### src/rtl/sum_accumulator_if.sv
// Handshake bundle between an upstream 4-bit adder, the sum accumulator and
// the downstream consumer of frame totals.
//   in_sum/in_valid/in_ready : upstream adder results (valid/ready handshake)
//   clear                    : synchronous frame abort
//   out_total/out_sat        : accumulated frame total and its saturation flag
//   out_valid/out_ready      : downstream result handshake
// master: the environment side (drives inputs, observes results)
// slave : the accumulator side
interface sum_accumulator_if #(
  parameter int unsigned ACC_W = 8
) ();
  logic [4:0]       in_sum;
  logic             in_valid;
  logic             in_ready;
  logic             clear;
  logic [ACC_W-1:0] out_total;
  logic             out_sat;
  logic             out_valid;
  logic             out_ready;

  modport master (
    output in_sum, in_valid, clear, out_ready,
    input  in_ready, out_total, out_sat, out_valid
  );

  modport slave (
    input  in_sum, in_valid, clear, out_ready,
    output in_ready, out_total, out_sat, out_valid
  );
endinterface

### src/rtl/sum_accumulator.sv
// Accumulates COUNT adder sums per frame into a saturating ACC_W-bit total,
// then holds the result until the downstream pops it.
//   clk   : clock, rising edge
//   rst_n : asynchronous active-low reset
//   bus   : sum_accumulator_if slave (in_sum/in_valid/in_ready, clear,
//           out_total/out_sat/out_valid/out_ready)
module sum_accumulator #(
  parameter int unsigned COUNT = 4,
  parameter int unsigned ACC_W = 8
) (
  input logic              clk,
  input logic              rst_n,
  sum_accumulator_if.slave bus
);
  localparam int unsigned CNT_W = $clog2(COUNT + 1);

  typedef enum logic [0:0] {StAccum, StHold} state_e;

  state_e           state_q, state_d;
  logic [CNT_W-1:0] count_q, count_d, count_inc;
  logic [ACC_W-1:0] acc_q, acc_d, acc_clamped;
  logic             sat_q, sat_d;
  logic [ACC_W:0]   sum_wide;
  logic             accept, pop;

  // One extra bit catches overflow; acc <= 2^ACC_W-1 and in_sum <= 31 so it
  // can never overflow twice.
  assign sum_wide    = {1'b0, acc_q} + {{(ACC_W - 4){1'b0}}, bus.in_sum};
  assign acc_clamped = sum_wide[ACC_W] ? {ACC_W{1'b1}} : sum_wide[ACC_W-1:0];
  assign count_inc   = count_q + CNT_W'(1);

  assign accept = bus.in_valid && (state_q == StAccum);
  assign pop    = bus.out_ready && (state_q == StHold);

  always_comb begin
    state_d = state_q;
    count_d = count_q;
    acc_d   = acc_q;
    sat_d   = sat_q;

    if (bus.clear) begin
      // Abort wins over accept and pop alike.
      state_d = StAccum;
      count_d = '0;
      acc_d   = '0;
      sat_d   = 1'b0;
    end else begin
      unique case (state_q)
        StAccum: begin
          if (accept) begin
            acc_d   = acc_clamped;
            sat_d   = sat_q | sum_wide[ACC_W];
            count_d = count_inc;
            if (count_inc == CNT_W'(COUNT)) begin
              state_d = StHold;
            end
          end
        end
        StHold: begin
          if (pop) begin
            state_d = StAccum;
            count_d = '0;
            acc_d   = '0;
            sat_d   = 1'b0;
          end
        end
        default: state_d = StAccum;
      endcase
    end
  end

  // Outputs depend on state only, so out_ready never reaches in_ready.
  always_comb begin
    bus.in_ready  = 1'b0;
    bus.out_valid = 1'b0;
    bus.out_total = '0;
    bus.out_sat   = 1'b0;
    if (state_q == StHold) begin
      bus.out_valid = 1'b1;
      bus.out_total = acc_q;
      bus.out_sat   = sat_q;
    end else begin
      bus.in_ready = 1'b1;
    end
  end

  always_ff @(posedge clk or negedge rst_n) begin
    if (!rst_n) begin
      state_q <= StAccum;
      count_q <= '0;
      acc_q   <= '0;
      sat_q   <= 1'b0;
    end else begin
      state_q <= state_d;
      count_q <= count_d;
      acc_q   <= acc_d;
      sat_q   <= sat_d;
    end
  end
endmodule

### src/flat_wrapper.sv
// flat-port wrapper written by rule: the top's interface ports become plain ports
module sum_accumulator_flat 
#(
  parameter int unsigned COUNT = 4,
  parameter int unsigned ACC_W = 8
)
  (clk, rst_n, bus_in_sum, bus_in_valid, bus_clear, bus_out_ready, bus_in_ready, bus_out_total, bus_out_sat, bus_out_valid);
  sum_accumulator_if #(.ACC_W(ACC_W)) bus_i ();
  input logic clk;
  input logic rst_n;
  input wire logic [$bits(bus_i.in_sum)-1:0] bus_in_sum;
  input wire logic [$bits(bus_i.in_valid)-1:0] bus_in_valid;
  input wire logic [$bits(bus_i.clear)-1:0] bus_clear;
  input wire logic [$bits(bus_i.out_ready)-1:0] bus_out_ready;
  output wire logic [$bits(bus_i.in_ready)-1:0] bus_in_ready;
  output wire logic [$bits(bus_i.out_total)-1:0] bus_out_total;
  output wire logic [$bits(bus_i.out_sat)-1:0] bus_out_sat;
  output wire logic [$bits(bus_i.out_valid)-1:0] bus_out_valid;
  assign bus_i.in_sum = bus_in_sum;
  assign bus_i.in_valid = bus_in_valid;
  assign bus_i.clear = bus_clear;
  assign bus_i.out_ready = bus_out_ready;
  assign bus_in_ready = bus_i.in_ready;
  assign bus_out_total = bus_i.out_total;
  assign bus_out_sat = bus_i.out_sat;
  assign bus_out_valid = bus_i.out_valid;
  sum_accumulator #(.COUNT(COUNT), .ACC_W(ACC_W)) u_core (.clk(clk), .rst_n(rst_n), .bus(bus_i));
endmodule
### config.mk
export PLATFORM = sky130hd
export DESIGN_NAME = sum_accumulator_flat
export DESIGN_NICKNAME = d
export VERILOG_FILES = /design/src/rtl/sum_accumulator_if.sv /design/src/rtl/sum_accumulator.sv /design/src/flat_wrapper.sv
export SDC_FILE = /design/constraint.sdc
export NUM_CORES = 1
export LEC_CHECK = 0
export BUFFER_PORTS_ARGS = -buffer_cell sky130_fd_sc_hd__buf_4
export CAP_MARGIN = 10
export CORE_MARGIN = 5
export CORE_UTILIZATION = 55
export CTS_CLUSTER_SIZE = 30
export DETAILED_ROUTE_END_ITERATION = 16
export PLACE_DENSITY = 0.83
export SYNTH_ARGS = -nofsm -noshare
export SYNTH_HDL_FRONTEND = slang
export SYNTH_SLANG_ARGS = --single-unit
### constraint.sdc
create_clock -name clk -period 4.7 [get_ports clk]
set_input_delay 0.235 -clock clk [delete_from_list [all_inputs] [get_ports clk]]
set_output_delay 0.235 -clock clk [all_outputs]
set_load 0.02 [all_outputs]
==> impl_metrics.env, run 1 <==
export IMPL_hold_violations=0
export IMPL_avgSynthCellArea_um2=10.4
export IMPL_syn_nets=98
export IMPL_grt_pass1_wl_mm=3.22
export IMPL_start_util_pct=56.8
export IMPL_yosysWarnings=0
export IMPL_ios=21
export IMPL_grt_pass1_vias=710
export IMPL_ant_nets=0
export IMPL_diodes=0
export IMPL_worst_pin_slew_ps=848
export IMPL_p_clk_share_pct=25.9
export IMPL_slew_headroom_pct=43.4
export IMPL_place_hpwl_mm=1.45
export IMPL_clkSlewWorstSetupHoldPaths_ps=70
export IMPL_rows=14
export IMPL_grt_usage_pct=16.7
export IMPL_critPathMaxFanout=7
export IMPL_worstPathRequired_ps=4860
export IMPL_post_place_ws_ps=2570
export IMPL_fin_nets=121
export IMPL_cp_cell_sequence="ha_1, fa_1, a211oi_1, o21bai_1, and3_1, a221o_1"
export IMPL_sw_frac_of_total_pct=28.0
export IMPL_cp_slowest_cell="fa_1"
export IMPL_clk_path_buf_depth=2
export IMPL_ys_seq_area_share_pct=38.9
export IMPL_finalCriticalPeriod_ps=2160
export IMPL_layout_drive_gt1_share_pct=25.5
export IMPL_core_um2=1470
export IMPL_overflow=0
export IMPL_worstHoldPathType="in2reg"
export IMPL_tritoncts="built"
export IMPL_portBuffers=20
export IMPL_cts_sinks=13
export IMPL_vias_per_cell=6.02
export IMPL_finalCritPeriodShare_pct=46.0
export IMPL_die_h_um=49.0
export IMPL_timing_hold_ws_ps=153
export IMPL_setup_worst_path_class="reg2reg"
export IMPL_p_per_area_nw_per_um2=248
export IMPL_status="finished clean"
export IMPL_skew_ps=1.54
export IMPL_antenna_found_initial=0
export IMPL_wl_mm=1.87
export IMPL_cts_buffers=3
export IMPL_worstSkewPairLatency_ps=270
export IMPL_route_detailed_drc=0
export IMPL_leakagePower_nw=0.525
export IMPL_ys_ff_latch=13
export IMPL_rsz0062_at_grt="no"
export IMPL_maxCapViolCount=0
export IMPL_die_area_um2=2400
export IMPL_area_growth_pct=22.9
export IMPL_worst_setup_path_start_kind="flip-flop"
export IMPL_cts_htree_levels=1
export IMPL_synthesis_area_um2=836
export IMPL_arrival_ps=2320
export IMPL_setup_tns_ps=0
export IMPL_yosysUniqueCellTypes=32
export IMPL_clock_root_buffer="clkbuf_4"
export IMPL_setup_viol=0
export IMPL_switching_power_mw=0.0713
export IMPL_pwr_share_comb_pct=24.2
export IMPL_cpPeakStageDelay_ps=410
export IMPL_most_common_layout_cells="buf_4 (20), dfrtp_1 (13), and2_1 (8)"
export IMPL_internal_power_mw=0.183
export IMPL_peakVddDrop_mv=0.214
export IMPL_place_area_um2=991
export IMPL_crit_path_end_kind="flip-flop"
export IMPL_fp_dieW_um=49.0
export IMPL_drtPass1Iterations=4
export IMPL_max_freq_mhz=463
export IMPL_vias=710
export IMPL_dr_first_iter_drc_count=3
export IMPL_grt_start_max_net_pins=16
export IMPL_setup_ws_ps=2540
export IMPL_seq_power_share_pct=49.9
export IMPL_syn_inst=80
export IMPL_utilization_pct=69.8
export IMPL_place_congestion=0.792
export IMPL_routedWlPerCell_um=15.8
export IMPL_layout_commonest_cell="buf_4"
export IMPL_drv_slew=0
export IMPL_fin_area_um2=1030
==> Yosys cell counts <==
master / instances / area [um^2]
a211o_1: 1 / 8.76
a211oi_1: 2 / 15.0
a21o_1: 2 / 15.0
a21oi_1: 1 / 5.00
a221o_1: 6 / 60.1
a22o_1: 1 / 8.76
a2bb2oi_1: 1 / 8.76
a31oi_1: 2 / 12.5
and2_1: 8 / 50.1
and3_1: 1 / 6.26
and3_2: 1 / 7.51
and3_4: 1 / 11.3
buf_4: 1 / 7.51
clkbuf_1: 2 / 7.51
dfrtp_1: 13 / 325
fa_1: 1 / 20.0
ha_1: 7 / 87.6
inv_1: 3 / 11.3
nand2_1: 3 / 11.3
nor2_1: 5 / 18.8
nor2b_1: 1 / 6.26
nor3_1: 1 / 5.00
nor3b_1: 2 / 15.0
o21a_1: 2 / 15.0
o21ai_0: 2 / 10.0
o21bai_1: 3 / 22.5
o22a_1: 1 / 8.76
o32ai_1: 1 / 8.76
o41ai_1: 1 / 8.76
or3b_4: 1 / 11.3
xnor2_1: 2 / 17.5
xor2_1: 1 / 8.76
==> power groups by stage <==
| stage | sequential [mW] | clock (mW) | combinational, mW |
|---|---|---|---|
| floorplan | 0.126 | 0 | 0.0430 |
| global placement | 0.128 | 0 | 0.0586 |
| detailed placement | 0.129 | 0 | 0.0605 |
| CTS | 0.127 | 0.0690 | 0.0616 |
| global route | 0.128 | 0.0746 | 0.0701 |
| finish | 0.127 | 0.0660 | 0.0616 |
==> final cells by class <==
| class | count | area [um^2] |
|---|---|---|
| inverter | 3 | 11.3 |
| clock buffer | 4 | 26.3 |
| sequential | 13 | 325 |
| multi-input combinational | 61 | 484 |
| fill | 132 | 444 |
| tap | 16 | 20.0 |
| timing repair buffer | 21 | 160 |
==> path summary, 6_finish.rpt <==
check                                   from  slack [ps]           endpoint  cells after the start
setup / recovery             u_core.acc_q[0]        2540    u_core.acc_q[3]                      6
hold / removal                     bus_clear         150     u_core.state_q                      2
setup reg to reg             u_core.acc_q[0]        2540    u_core.acc_q[3]                      6
hold reg to reg            u_core.count_q[2]         500  u_core.count_q[2]                      2
max in group asynchronous              rst_n        4200    u_core.acc_q[7]                      2
min in group asynchronous              rst_n         340    u_core.acc_q[4]                      2
==> logic make-up (layout without fill, tap and decap cells) <==
logic type      Yosys count  in the layout  share of synthesized area, %
compound gates           26             26                          24.8
buf+inv                   6             28                          3.14
flops                    13             13                          38.9
xor+xnor                  3              3                          3.14
fa+ha+maj                 8              8                          12.9
simple gates             24             24                          17.1
==> flip-flops by register name, indices dropped and copies added, names as in the netlist <==
| name | count |
|---|---|
| u_core.acc_q | 8 |
| u_core.count_q | 3 |
| u_core.sat_q | 1 |
| u_core.state_q | 1 |
==> per-layer routing <==
metal / GRT usage, % / share of wire, %
met1: 21.5 / 44
met2: 27.8 / 50
met3: 5.50 / 5.2
met4: 2.24 / 0.43
met5: 0 / 0
==> worst max-delay path, delay by kind of cell (launching register included) <==
| kind | cells | cell delay (ps) |
|---|---|---|
| simple gates | 1 | 270 |
| fa+ha+maj | 2 | 630 |
| flops | 1 | 400 |
| compound gates | 3 | 750 |
==> through the flow <==
| step | power (mW) | instances |
|---|---|---|
| floorplan | 0.169 | 80 |
| global placement | 0.187 | 113 |
| detailed placement | 0.189 | 113 |
| CTS | 0.257 | 118 |
| global route | 0.273 | 118 |
| finish | 0.254 | 118 |
==> what timing repair did <==
action	CTS	global route
hold buffers	1	0
gates resized for setup	0	0
setup buffers	0	0
hold endpoints to repair	13	0
Note: power is estimated with default switching activity, not from simulation.
==> inputs of run 2 (changes only) <==
--- a/config.mk
+++ b/config.mk
@@ -5,13 +5,14 @@
 export SDC_FILE = /design/constraint.sdc
 export NUM_CORES = 1
 export LEC_CHECK = 0
+export ABC_AREA = 1
 export BUFFER_PORTS_ARGS = -buffer_cell sky130_fd_sc_hd__buf_4
 export CAP_MARGIN = 10
 export CORE_MARGIN = 5
-export CORE_UTILIZATION = 55
+export CORE_UTILIZATION = 53
 export CTS_CLUSTER_SIZE = 30
 export DETAILED_ROUTE_END_ITERATION = 16
-export PLACE_DENSITY = 0.83
+export PLACE_DENSITY = 0.79
 export SYNTH_ARGS = -nofsm -noshare
 export SYNTH_HDL_FRONTEND = slang
 export SYNTH_SLANG_ARGS = --single-unit
==> constraint.sdc (replaced) <==
create_clock -name clk -period 2.05 [get_ports clk]
set_input_delay 0.1025 -clock clk [delete_from_list [all_inputs] [get_ports clk]]
set_output_delay 0.1025 -clock clk [all_outputs]
set_load 0.02 [all_outputs]
==> impl_metrics.env, run 2 <==
export IMPL_status="finished clean"
export IMPL_core_um2=1750
export IMPL_routedWlPerCell_um=11.3
export IMPL_route_detailed_drc=0
export IMPL_ios=21
export IMPL_ys_seq_area_share_pct=33.1
export IMPL_cts_htree_levels=1
export IMPL_r2r_cells=6
export IMPL_fp_dieW_um=53.1
export IMPL_syn_nets=148
export IMPL_synth_area_leader_cell="dfrtp_1"
export IMPL_yosysWarnings=0
export IMPL_portBuffers=20
export IMPL_vias=865
export IMPL_use_met3_pct=5.07
export IMPL_worstHoldPathType="in2reg"
export IMPL_grtUsageMet1_pct=21.3
export IMPL_area_growth_pct=21.8
export IMPL_largest_register="u_core.acc_q"
export IMPL_async_flop_share_pct=100
export IMPL_skew_ps=3.51
export IMPL_die_area_um2=2820
export IMPL_placedCellCount=174
export IMPL_clk_path_buf_depth=2
export IMPL_overflow=0
export IMPL_cts_setup_buffers=0
export IMPL_place_congestion=0.806
export IMPL_rows=15
export IMPL_synth_edf_count=0
export IMPL_arrival_ps=1800
export IMPL_worstPathRequired_ps=2210
export IMPL_grt_pass1_vias=850
export IMPL_maxCapViolCount=0
export IMPL_grt_pass1_wl_mm=3.57
export IMPL_regArea_um2=325
export IMPL_sw_frac_of_total_pct=31.0
export IMPL_switching_power_mw=0.186
export IMPL_fin_area_um2=1200
export IMPL_grt_start_max_net_pins=15
export IMPL_place_hpwl_mm=1.60
export IMPL_diodes=0
export IMPL_dr_first_iter_drc_count=6
export IMPL_critPathMaxFanout=7
export IMPL_busiest_layer="met2"
export IMPL_die_h_um=53.1
export IMPL_yosysUniqueCellTypes=26
export IMPL_multi_input_area_um2=568
export IMPL_drv_slew=0
export IMPL_wl_mm=2.02
export IMPL_synth_ff_type="dfrtp_1"
export IMPL_cts_buffers=3
export IMPL_layout_drive_gt1_share_pct=26.0
export IMPL_max_freq_mhz=610
export IMPL_pwr_share_comb_pct=25.1
export IMPL_layout_commonest_cell="nand2_1"
export IMPL_seq_power_share_pct=48.7
export IMPL_ant_nets=0
export IMPL_clkSlewWorstSetupHoldPaths_ps=80
export IMPL_peakVddDrop_mv=0.441
export IMPL_worstSkewPairLatency_ps=270
export IMPL_worst_pin_slew_ps=460
export IMPL_grt_usage_pct=17.8
export IMPL_p_per_area_nw_per_um2=501
export IMPL_worstHoldPathCells=3
export IMPL_antenna_found_initial=0
export IMPL_internal_power_mw=0.414
export IMPL_place_area_um2=1160
export IMPL_most_common_layout_cells="nand2_1 (45), buf_4 (20), inv_1 (18)"
export IMPL_top_regs="u_core.acc_q (8), u_core.count_q (3)"
export IMPL_met2_usage_pct=30.6
export IMPL_finalCriticalPeriod_ps=1640
export IMPL_avgSynthCellArea_um2=7.56
export IMPL_setup_tns_ps=0
export IMPL_p_clk_share_pct=26.3
export IMPL_crit_path_end_kind="flip-flop"
export IMPL_yosysMostFrequentCell="nand2_1"
export IMPL_fill_cells=150
export IMPL_vias_per_cell=4.83
export IMPL_clock_root_buffer="clkbuf_4"
export IMPL_syn_inst=130
export IMPL_start_util_pct=56.3
export IMPL_hold_violations=0
export IMPL_fin_nets=173
export IMPL_yosys_top_cells_area="dfrtp_1 (33%), nand2_1 (17%), ha_1 (8.9%)"
export IMPL_setup_viol=0
export IMPL_ys_ff_latch=13
export IMPL_drtPass1Iterations=4
export IMPL_worst_setup_path_start_kind="flip-flop"
export IMPL_cts_sinks=13
export IMPL_yosys_top_cells_count="nand2_1 (45), inv_1 (18), dfrtp_1 (13), nand3_1 (10), ha_1 (7)"
export IMPL_largest_reg_flops=8
export IMPL_setup_worst_path_class="reg2reg"
export IMPL_fin_cells=179
export IMPL_yosys_area_top_type_share_pct=33.1
export IMPL_slew_headroom_pct=69.3
export IMPL_leakagePower_nw=0.736
export IMPL_synthesis_area_um2=983
export IMPL_finalCritPeriodShare_pct=79.9
export IMPL_tritoncts="built"
export IMPL_rsz0062_at_grt="no"
## run 2: what timing repair did
| item | 4_1_cts | 5_1_grt |
|---|---|---|
| endpoints found under the hold margin | 13 | 0 |
| resized for setup | 0 | 0 |
| hold buffers | 1 | 0 |
## run 2: cell families (layout without fill, tap and decap cells)
logic type      after synthesis  after routing  synth area share (%)
simple gates                 74             74                  38.3
buf+inv                      24             48                  9.16
compound gates                9              9                  6.74
fa+ha+maj                     8              8                  10.9
flops                        13             13                  33.1
xor+xnor                      2              2                  1.78
## run 2: per-layer routing
layer  up-vias  wire length (um)
met5         -                 0
met4         0                17
met2        15              1010
li1        455                 -
met3         2                84
met1       393               905
## run 2: final timing paths
path / from / end / slack (ps)
worst max-delay path: u_core.acc_q[0] / u_core.acc_q[3] / 410
worst min-delay path: bus_in_valid / u_core.state_q / 110
max in group asynchronous: rst_n / u_core.count_q[0] / 1690
worst min register to register: u_core.count_q[0] / u_core.count_q[0] / 490
min in group asynchronous: rst_n / u_core.acc_q[3] / 200
worst max register to register: u_core.acc_q[0] / u_core.acc_q[3] / 410
## run 2: worst max-delay path, cell delays in order (launching register included)
cell      delay, ps
dfrtp_1         400
ha_1            210
fa_1            430
nand3_1         140
nand3_2         120
nand3_4         140
o211ai_2         90
## run 2: layout make-up
class	count	share of cell area (%)
multi-input cells	93	47.4
flip-flops and latches	13	27.2
well taps	25	2.61
clock buffers	4	2.19
inverters	23	7.21
repair buffers	21	13.4
## run 2: power groups by stage
stage	clock, mW	sequential (mW)	combinational, mW
final	0.158	0.292	0.150
after global routing	0.177	0.295	0.171
after CTS	0.164	0.292	0.152
after detailed placement	0	0.297	0.149
after global placement	0	0.297	0.146
after floorplan	0	0.292	0.107
## run 2: through the flow
step / setup slack (ps) / hold WS [ps] / utilization, % / power (mW)
floorplan: 508 / -193 / - / 0.399
global placement: 452 / -44.9 / 66.5 / 0.442
detailed placement: 414 / -43.6 / 66.5 / 0.447
CTS: 405 / 101 / 68.6 / 0.607
global route: 278 / 114 / 68.6 / 0.643
finish: 411 / 110 / 68.6 / 0.600
==> inputs of run 3 (changes only) <==
--- a/config.mk
+++ b/config.mk
@@ -9,10 +9,10 @@
 export BUFFER_PORTS_ARGS = -buffer_cell sky130_fd_sc_hd__buf_4
 export CAP_MARGIN = 10
 export CORE_MARGIN = 5
-export CORE_UTILIZATION = 53
+export CORE_UTILIZATION = 48
 export CTS_CLUSTER_SIZE = 30
 export DETAILED_ROUTE_END_ITERATION = 16
-export PLACE_DENSITY = 0.79
+export PLACE_DENSITY = 0.75
 export SYNTH_ARGS = -nofsm -noshare
 export SYNTH_HDL_FRONTEND = slang
 export SYNTH_SLANG_ARGS = --single-unit
==> constraint.sdc (replaced) <==
create_clock -name clk -period 1.5 [get_ports clk]
set_input_delay 0.075 -clock clk [delete_from_list [all_inputs] [get_ports clk]]
set_output_delay 0.075 -clock clk [all_outputs]
set_load 0.02 [all_outputs]
==> impl_metrics.env, run 3 (synthesis gave the netlist of run 2 again) <==
export IMPL_violations="setup timing"
export IMPL_top_regs="u_core.acc_q (8), u_core.count_q (3)"
export IMPL_critPathMaxFanout=7
export IMPL_route_detailed_drc=0
export IMPL_clk_path_buf_depth=2
export IMPL_slew_headroom_pct=82.3
export IMPL_drv_slew=0
export IMPL_place_hpwl_mm=1.82
export IMPL_diodes=0
export IMPL_routedWlPerCell_um=12.6
export IMPL_skew_ps=0.768
export IMPL_ant_nets=0
export IMPL_peakVddDrop_mv=0.481
export IMPL_worst_setup_path_start_kind="flip-flop"
export IMPL_layout_commonest_cell="nand2_1"
export IMPL_max_freq_mhz=664
export IMPL_ios=21
export IMPL_fill_cells=175
export IMPL_area_growth_pct=35.5
export IMPL_crit_path_start="u_core.acc_q[0]"
export IMPL_cts_buffers=3
export IMPL_largest_reg_flops=8
export IMPL_clock_root_buffer="clkbuf_4"
export IMPL_leakagePower_nw=0.771
export IMPL_fin_nets=180
export IMPL_reg2reg_from="u_core.acc_q[0]"
export IMPL_p_total_mw=0.893
export IMPL_rows=16
export IMPL_grt_usage_pct=16.1
export IMPL_worstHoldPathCells=3
export IMPL_core_um2=1960
export IMPL_crit_path_end_kind="flip-flop"
export IMPL_finalCriticalPeriod_ps=1510
export IMPL_die_area_um2=3050
export IMPL_wl_mm=2.37
export IMPL_dr_first_iter_drc_count=16
export IMPL_grt_pass1_wl_mm=3.87
export IMPL_setup_worst_path_class="reg2reg"
export IMPL_grt_pass1_vias=892
export IMPL_clkSlewWorstSetupHoldPaths_ps=80
export IMPL_place_congestion=0.806
export IMPL_cts_htree_levels=1
export IMPL_overflow=0
export IMPL_finalCritPeriodShare_pct=100
export IMPL_worstPathRequired_ps=1660
export IMPL_utilization_pct=67.9
export IMPL_rsz0062_at_grt="yes"
export IMPL_p_per_area_nw_per_um2=670
export IMPL_hp_start="bus_in_valid"
export IMPL_cts_sinks=13
export IMPL_setup_ws_ps=-5.01
export IMPL_portBuffers=20
export IMPL_setup_tns_ps=-5.01
export IMPL_largest_register="u_core.acc_q"
export IMPL_tritoncts="built"
export IMPL_arrival_ps=1660
export IMPL_worst_pin_slew_ps=266
export IMPL_worstSkewPairLatency_ps=280
export IMPL_grt_start_max_net_pins=14
export IMPL_status="finished, violations left"
export IMPL_die_h_um=55.3
export IMPL_maxCapViolCount=0
export IMPL_hold_violations=0
export IMPL_setup_viol=1
export IMPL_most_common_layout_cells="nand2_1 (44), buf_4 (27), inv_1 (18)"
export IMPL_vias=941
export IMPL_vias_per_cell=5.01
export IMPL_layout_drive_gt1_share_pct=36.0
export IMPL_drtPass1Iterations=3
export IMPL_antenna_found_initial=0
export IMPL_start_util_pct=50.1
export IMPL_fp_dieW_um=55.3
export IMPL_r2r_cells=6
export IMPL_worstHoldPathType="in2reg"
## run 3: cell types whose count changed in the layout (fill, tap and decap cells not counted), sizes merged
cell	before	now
buf	20	27
## run 3: worst paths after layout
| path | slack (ps) | endpoint |
|---|---|---|
| max in group asynchronous | 1160 | u_core.acc_q[1] |
| setup reg to reg | -5 | u_core.acc_q[3] |
| min in group asynchronous | 170 | u_core.acc_q[1] |
| setup / recovery | -5 | u_core.acc_q[3] |
| hold / removal | 50 | u_core.state_q |
| hold reg to reg | 490 | u_core.count_q[0] |
## run 3: where the power goes
group	internal [mW]	leakage (nW)	switching [mW]	total, mW
Sequential	0.374	0.175	0.0303	0.405
Clock	0.103	0.0150	0.117	0.221
Combinational	0.131	0.581	0.137	0.268
Total	0.609	0.771	0.284	0.893
## run 3: metal layers
metal / routed length [um] / global-route usage (%)
met5: 0 / 0
met4: 85 / 10.1
met3: 83 / 2.10
met1: 1010 / 18.9
met2: 1190 / 27.4
## run 3: critical path, cell delays in order (launching register included)
cell,delay [ps]
dfrtp_1,410
ha_4,180
fa_2,370
nand3_2,110
nand3_4,90
nand3_4,140
o211ai_2,100
## run 3: repair_timing
item	CTS	global route
hold buffers	1	0
endpoints found under the setup margin	9	9
buffers inserted	1	0
pin swaps	5	3
hold endpoints to repair	13	0
resized for setup	3	9
## run 3: area by class of cell
type / instances / area, um^2 / share of cell area, %
inverters: 23 / 86.3 / 6.48
well taps: 27 / 33.8 / 2.54
clock buffers: 4 / 26.3 / 1.97
repair buffers: 28 / 213 / 16.0
multi-input cells: 93 / 647 / 48.5
flip-flops and latches: 13 / 327 / 24.5
## run 3: stage by stage
step                      worst slack (ps)  hold slack [ps]  instance area, um^2  std cells
after global routing                 -65.7             61.6                 1330        188
after floorplan                       17.8             -221                  986        130
after CTS                            -61.3             52.4                 1270        188
after global placement               -10.7            -73.8                 1210        182
after detailed placement             -68.2            -71.0                 1210        182
final                                -5.01             52.7                 1330        188
